**src/rtl/operand_entry_fsm.sv**
```systemverilog
// operand_entry_fsm: keypad operand entry (A/B, 0-127) and divider start/completion sequencer.
// Optional DIV_WATCHDOG_EN adds a TIMEOUT_CYC watchdog on the divider's completion.
module operand_entry_fsm #(
  parameter int TIMEOUT_CYC = 64
) (
  input  logic       clk,
  input  logic       rst,
  input  logic [3:0] key,
  input  logic       key_valid,
  input  logic       div_busy,
  input  logic       div_done,
  output logic [6:0] A_out,
  output logic [6:0] B_out,
  output logic       start,
  output logic [6:0] entry_val,
  output logic       field,
  output logic       result_valid,
  output logic       err_ovf,
  output logic       err_div0,
  output logic       err_timeout
);
  typedef enum logic [1:0] {ENTRY_A, ENTRY_B, WAIT_DIV, SHOW} state_t;
  state_t      state;
  logic [3:0]  d2, d1, d0;
  logic [1:0]  cnt;
  logic [7:0]  cur_val, bs_val;
  logic [10:0] push_val;
  logic        is_digit, is_enter, is_bs, is_clr, fits;

  if (TIMEOUT_CYC < 1) begin : g_bad_timeout
    $error("TIMEOUT_CYC must be at least 1");
  end

  assign cur_val  = {4'd0, d2} * 8'd100 + {4'd0, d1} * 8'd10 + {4'd0, d0};
  assign bs_val   = {4'd0, d2} * 8'd10 + {4'd0, d1};
  assign push_val = {3'd0, cur_val} * 11'd10 + {7'd0, key};
  assign is_digit = key <= 4'd9;
  assign is_enter = key == 4'hA;
  assign is_bs    = key == 4'hB;
  assign is_clr   = key == 4'hC;
  assign fits     = cnt != 2'd3 && push_val <= 11'd127;

`ifdef DIV_WATCHDOG_EN
  logic [15:0] wd;
  logic        wd_expired;
  assign wd_expired = wd == 16'(TIMEOUT_CYC - 1);
`else
  assign err_timeout = 1'b0;
`endif

  always_ff @(posedge clk or negedge rst) begin
    if (!rst) begin
      state        <= ENTRY_A;
      d2           <= '0;
      d1           <= '0;
      d0           <= '0;
      cnt          <= '0;
      A_out        <= '0;
      B_out        <= '0;
      start        <= 1'b0;
      entry_val    <= '0;
      field        <= 1'b0;
      result_valid <= 1'b0;
      err_ovf      <= 1'b0;
      err_div0     <= 1'b0;
`ifdef DIV_WATCHDOG_EN
      err_timeout  <= 1'b0;
      wd           <= '0;
`endif
    end else begin
      start   <= 1'b0;
      err_ovf <= 1'b0;
      case (state)
        ENTRY_A, ENTRY_B: if (key_valid) begin
          if (is_digit) begin
            if (fits) begin
              d2        <= d1;
              d1        <= d0;
              d0        <= key;
              cnt       <= cnt + 2'd1;
              entry_val <= push_val[6:0];
              if (state == ENTRY_B) err_div0 <= 1'b0;
            end else begin
              err_ovf <= 1'b1;
            end
          end else if (is_bs && cnt != 2'd0) begin
            d0        <= d1;
            d1        <= d2;
            d2        <= '0;
            cnt       <= cnt - 2'd1;
            entry_val <= bs_val[6:0];
          end else if (is_enter && cnt != 2'd0) begin
            if (state == ENTRY_A) begin
              A_out     <= cur_val[6:0];
              d2        <= '0;
              d1        <= '0;
              d0        <= '0;
              cnt       <= '0;
              entry_val <= '0;
              state     <= ENTRY_B;
              field     <= 1'b1;
            end else if (!div_busy) begin
              if (cur_val == 8'd0) begin
                err_div0 <= 1'b1;
              end else begin
                B_out <= cur_val[6:0];
                start <= 1'b1;
                state <= WAIT_DIV;
                field <= 1'b0;
`ifdef DIV_WATCHDOG_EN
                wd    <= '0;
`endif
              end
            end
          end else if (is_clr) begin
            d2        <= '0;
            d1        <= '0;
            d0        <= '0;
            cnt       <= '0;
            entry_val <= '0;
            // an already-empty B buffer backs out to operand A
            if (state == ENTRY_B && cnt == 2'd0) begin
              state    <= ENTRY_A;
              field    <= 1'b0;
              err_div0 <= 1'b0;
            end
          end
        end
        WAIT_DIV: begin
          if (div_done) begin
            state        <= SHOW;
            result_valid <= 1'b1;
          end
`ifdef DIV_WATCHDOG_EN
          else if (wd_expired) begin
            state        <= SHOW;
            result_valid <= 1'b1;
            err_timeout  <= 1'b1;
          end else begin
            wd <= wd + 16'd1;
          end
`endif
        end
        SHOW: if (key_valid) begin
          if (is_digit) begin
            d2           <= '0;
            d1           <= '0;
            d0           <= key;
            cnt          <= 2'd1;
            entry_val    <= {3'd0, key};
            state        <= ENTRY_A;
            result_valid <= 1'b0;
          end else if (is_clr) begin
            d2           <= '0;
            d1           <= '0;
            d0           <= '0;
            cnt          <= '0;
            entry_val    <= '0;
            state        <= ENTRY_A;
            result_valid <= 1'b0;
`ifdef DIV_WATCHDOG_EN
            err_timeout  <= 1'b0;
`endif
          end else if (is_enter) begin
            start        <= 1'b1;
            state        <= WAIT_DIV;
            result_valid <= 1'b0;
`ifdef DIV_WATCHDOG_EN
            wd           <= '0;
`endif
          end
        end
        default: state <= ENTRY_A;
      endcase
    end
  end
endmodule
```
**config.mk**
```make
export PLATFORM = sky130hd
export DESIGN_NAME = operand_entry_fsm
export DESIGN_NICKNAME = d
export VERILOG_FILES = /design/src/rtl/operand_entry_fsm.sv
export SDC_FILE = /design/constraint.sdc
export NUM_CORES = 1
export LEC_CHECK = 0
export ABC_CLOCK_PERIOD_IN_PS = 7400
export BUFFER_PORTS_ARGS = -buffer_cell sky130_fd_sc_hd__buf_2
export CAP_MARGIN = 20
export CORE_UTILIZATION = 50
export CTS_CLUSTER_DIAMETER = 40
export DETAILED_ROUTE_END_ITERATION = 12
export GPL_ROUTABILITY_DRIVEN = 0
export PLACE_DENSITY = 0.7
export SLEW_MARGIN = 20
export SYNTH_ARGS = -nofsm -noshare
export SYNTH_HDL_FRONTEND = slang
export SYNTH_SLANG_ARGS = --single-unit
```
**constraint.sdc**
```tcl
create_clock -name clk -period 7.4 [get_ports clk]
set_input_delay 0.74 -clock clk [delete_from_list [all_inputs] [get_ports clk]]
set_output_delay 0.74 -clock clk [all_outputs]
set_load 0.01 [all_outputs]
```
==> impl_metrics.tcl <==
set metrics [dict create \
    status "finished, final reports clean" \
    n_antenna_cell 0 \
    drt_iter0_markers 233 \
    timing.fmax_mhz 176 \
    netlist_area_mm2 0.00348 \
    clk_path_buf_depth 2 \
    overflow 0 \
    dp.cells 453 \
    finalSetupViolations 0 \
    avgSynthCellArea_um2 9.76 \
    portBuffers 34 \
    ys.flop_type "dfrtp_1" \
    rsz0062_at_grt "false" \
    period_minus_slack_ps 5690 \
    dpl.hpwl_um 6120 \
    wl_um 8120 \
    cts_buffers 5 \
    dieWidth_um 85.4 \
    cts_setup_buffers 0 \
    grt_usage_pct 24.5 \
    cp-startpoint "d1[1]" \
    synth-seq-cells 42 \
    grt_pass1_vias 2814 \
    grt_pass1_wl_um 14000 \
    synth_edf_count 0 \
    ys_types 63 \
    worst_slew_pin_slew_ps 1050 \
    finalSetupTns_ps 0 \
    slew_violations 0 \
    end_kind "flip-flop" \
    core_region_area_mm2 0.00676 \
    areaGrowthSynthToFinish_pct 8.53 \
    via_per_inst 6.16 \
    die_y_um 85.4 \
    fin_crit_sh_pct 76.9 \
    cap_violations 0 \
    design.die.area_mm2 0.00729 \
    nets 436 \
    start_util_pct 51.4 \
    ant_nets 0 \
    routedWlPerCell_um 17.6 \
    async_flop_share_pct 100 \
    final_cell_count_no_fill 461 \
    grt_max_degree 43 \
    cts_hold_buf 0 \
    clock_latency_ps 310 \
    syn_nets 412 \
    grt_antenna_before_repair 0 \
    via_count 2842 \
    drtPass1Iterations 5 \
    slew_headroom_pct 29.4 \
    crit_required_ps 7640 \
    yosys_warnings 0 \
    htree_levels 2 \
    critical_path_class "reg2reg" \
    cts.sinks 42 \
    clock-skew-final_ps 9.37 \
    critPathLaunchType "flip-flop" \
    post_cts_resized 0 \
    min_path_type "in2async" \
    drive_gt1_share_pct 16.5 \
    path_max_fanout 14 \
    clk_pin_slew_ps 90 \
    cp_data_arrival_time_ps 5930 \
    root_buffer "clkbuf_8" \
    synth_cells 356 \
    cts_tree "done" \
    io_pins 36 \
    row_count 30 \
    yosysSeqAreaShare_pct 30.2 \
    r2r_start "d1[1]" \
    route.detailed.drc 0 \
    hold_viol_final 0 \
]
[stage by stage]
stage	instance area [um^2]	hold slack, ps	utilization, %	worst slack, ps
final	3770	401	55.8	1710
after CTS	3770	484	55.8	1720
after floorplan	3480	444	-	2420
after detailed placement	3660	465	54.1	1760
after global routing	3770	461	55.8	1380
after global placement	3660	457	54.1	1880
[Yosys cell counts (3+ instances only)]
library cell  number  share of area [%]
dfrtp_1           42                 30
ha_1              39                 14
nand2_1           29                3.1
o21ai_0           27                3.9
inv_1             23                2.5
xnor2_1           15                3.8
a22o_1            13                3.3
a21oi_1           12                1.7
nor2_1            12                1.3
a32o_1            11                3.2
clkbuf_1          11                1.2
mux2_2             9                2.9
fa_1               8                4.6
a21o_1             5                1.1
a22oi_1            5                1.1
nand3_1            5               0.72
or3_1              5               0.90
a211o_1            4                1.0
and3_1             4               0.72
nand2b_1           4               0.72
nor2b_1            4               0.72
nor4_1             4               0.72
xor2_1             4                1.0
a21boi_0           3               0.65
buf_2              3               0.43
mux2i_1            3               0.86
nor3_1             3               0.43
o21a_1             3               0.65
o31ai_1            3               0.65
[cells in the final DEF, fill, tap and decap left out, types with 5 or more instances in the layout]
cell type / n
xnor2_1: 15
a22oi_1: 5
a32o_1: 11
fa_1: 8
nand3_1: 5
a22o_1: 13
nand2_1: 29
nor2_1: 12
dfrtp_1: 42
clkbuf_8: 5
a21oi_1: 12
buf_2: 33
a21o_1: 5
inv_1: 23
mux2_2: 9
ha_1: 39
o21ai_0: 27
or3_1: 5
[worst max-delay path, cell delays in order (launching register included)]
cell     delay, ps
dfrtp_1        460
ha_1           330
ha_1           220
fa_1           440
ha_1           300
ha_1           340
xnor2_1        400
ha_1           310
ha_1           330
or2_1          260
and3_1         230
nor2_1         230
mux2i_1        290
o21a_1         210
nor3_2          80
o31ai_2        900
a22o_1         280
[path summary, 6_finish.rpt]
check                                to  slack (ps)  depth (start not counted)
max                        entry_val[2]        1710                         16
min                        entry_val[4]         400                          1
max reg2reg                entry_val[2]        1710                         16
min reg2reg                    B_out[3]         480                          2
max in group asynchronous      A_out[1]        6620                          1
min in group clk               B_out[3]         480                          2
[kinds of logic after synthesis]
kind of cell               count (synthesis)  share of synthesized area (%)
DFF                                       42                           30.2
buffers and inverters                     41                           5.29
xor gates and xnor gates                  22                           6.73
muxes                                     12                           3.78
and+or+nand+nor                           84                           12.7
adders and majority gates                 47                           18.6
AOI/OAI and AO/OA                        107                           22.5
other                                      1                          0.108
[final cells by class]
| class | instances | area, um^2 |
|---|---|---|
| clock buffers | 5 | 68.8 |
| clock inverters | 3 | 45.0 |
| fillers | 618 | 2980 |
| inverters | 23 | 86.3 |
| multi-input cells | 273 | 2240 |
| flip-flops and latches | 42 | 1050 |
| well taps | 80 | 100 |
| repair buffers | 35 | 180 |
[metal layers]
metal	wire (um)	track usage, %	vias to the layer above
met5	0	0	-
met4	171	7.12	0
met3	418	4.09	18
met2	3840	40.8	93
met1	3690	33.0	1382
li1	-	-	1349
[sequential cells by signal, summed over array words and instances (netlist names)]
name	cells
start	1
field	1
cnt	2
state	2
entry_val	7
B_out	7
d0	4
err_div0	1
d2	4
A_out	7
result_valid	1
d1	4
err_ovf	1
Power is left out: the tool's default activity adds up to more than one toggle a clock period on the data nets, which glitch-free logic cannot reach.
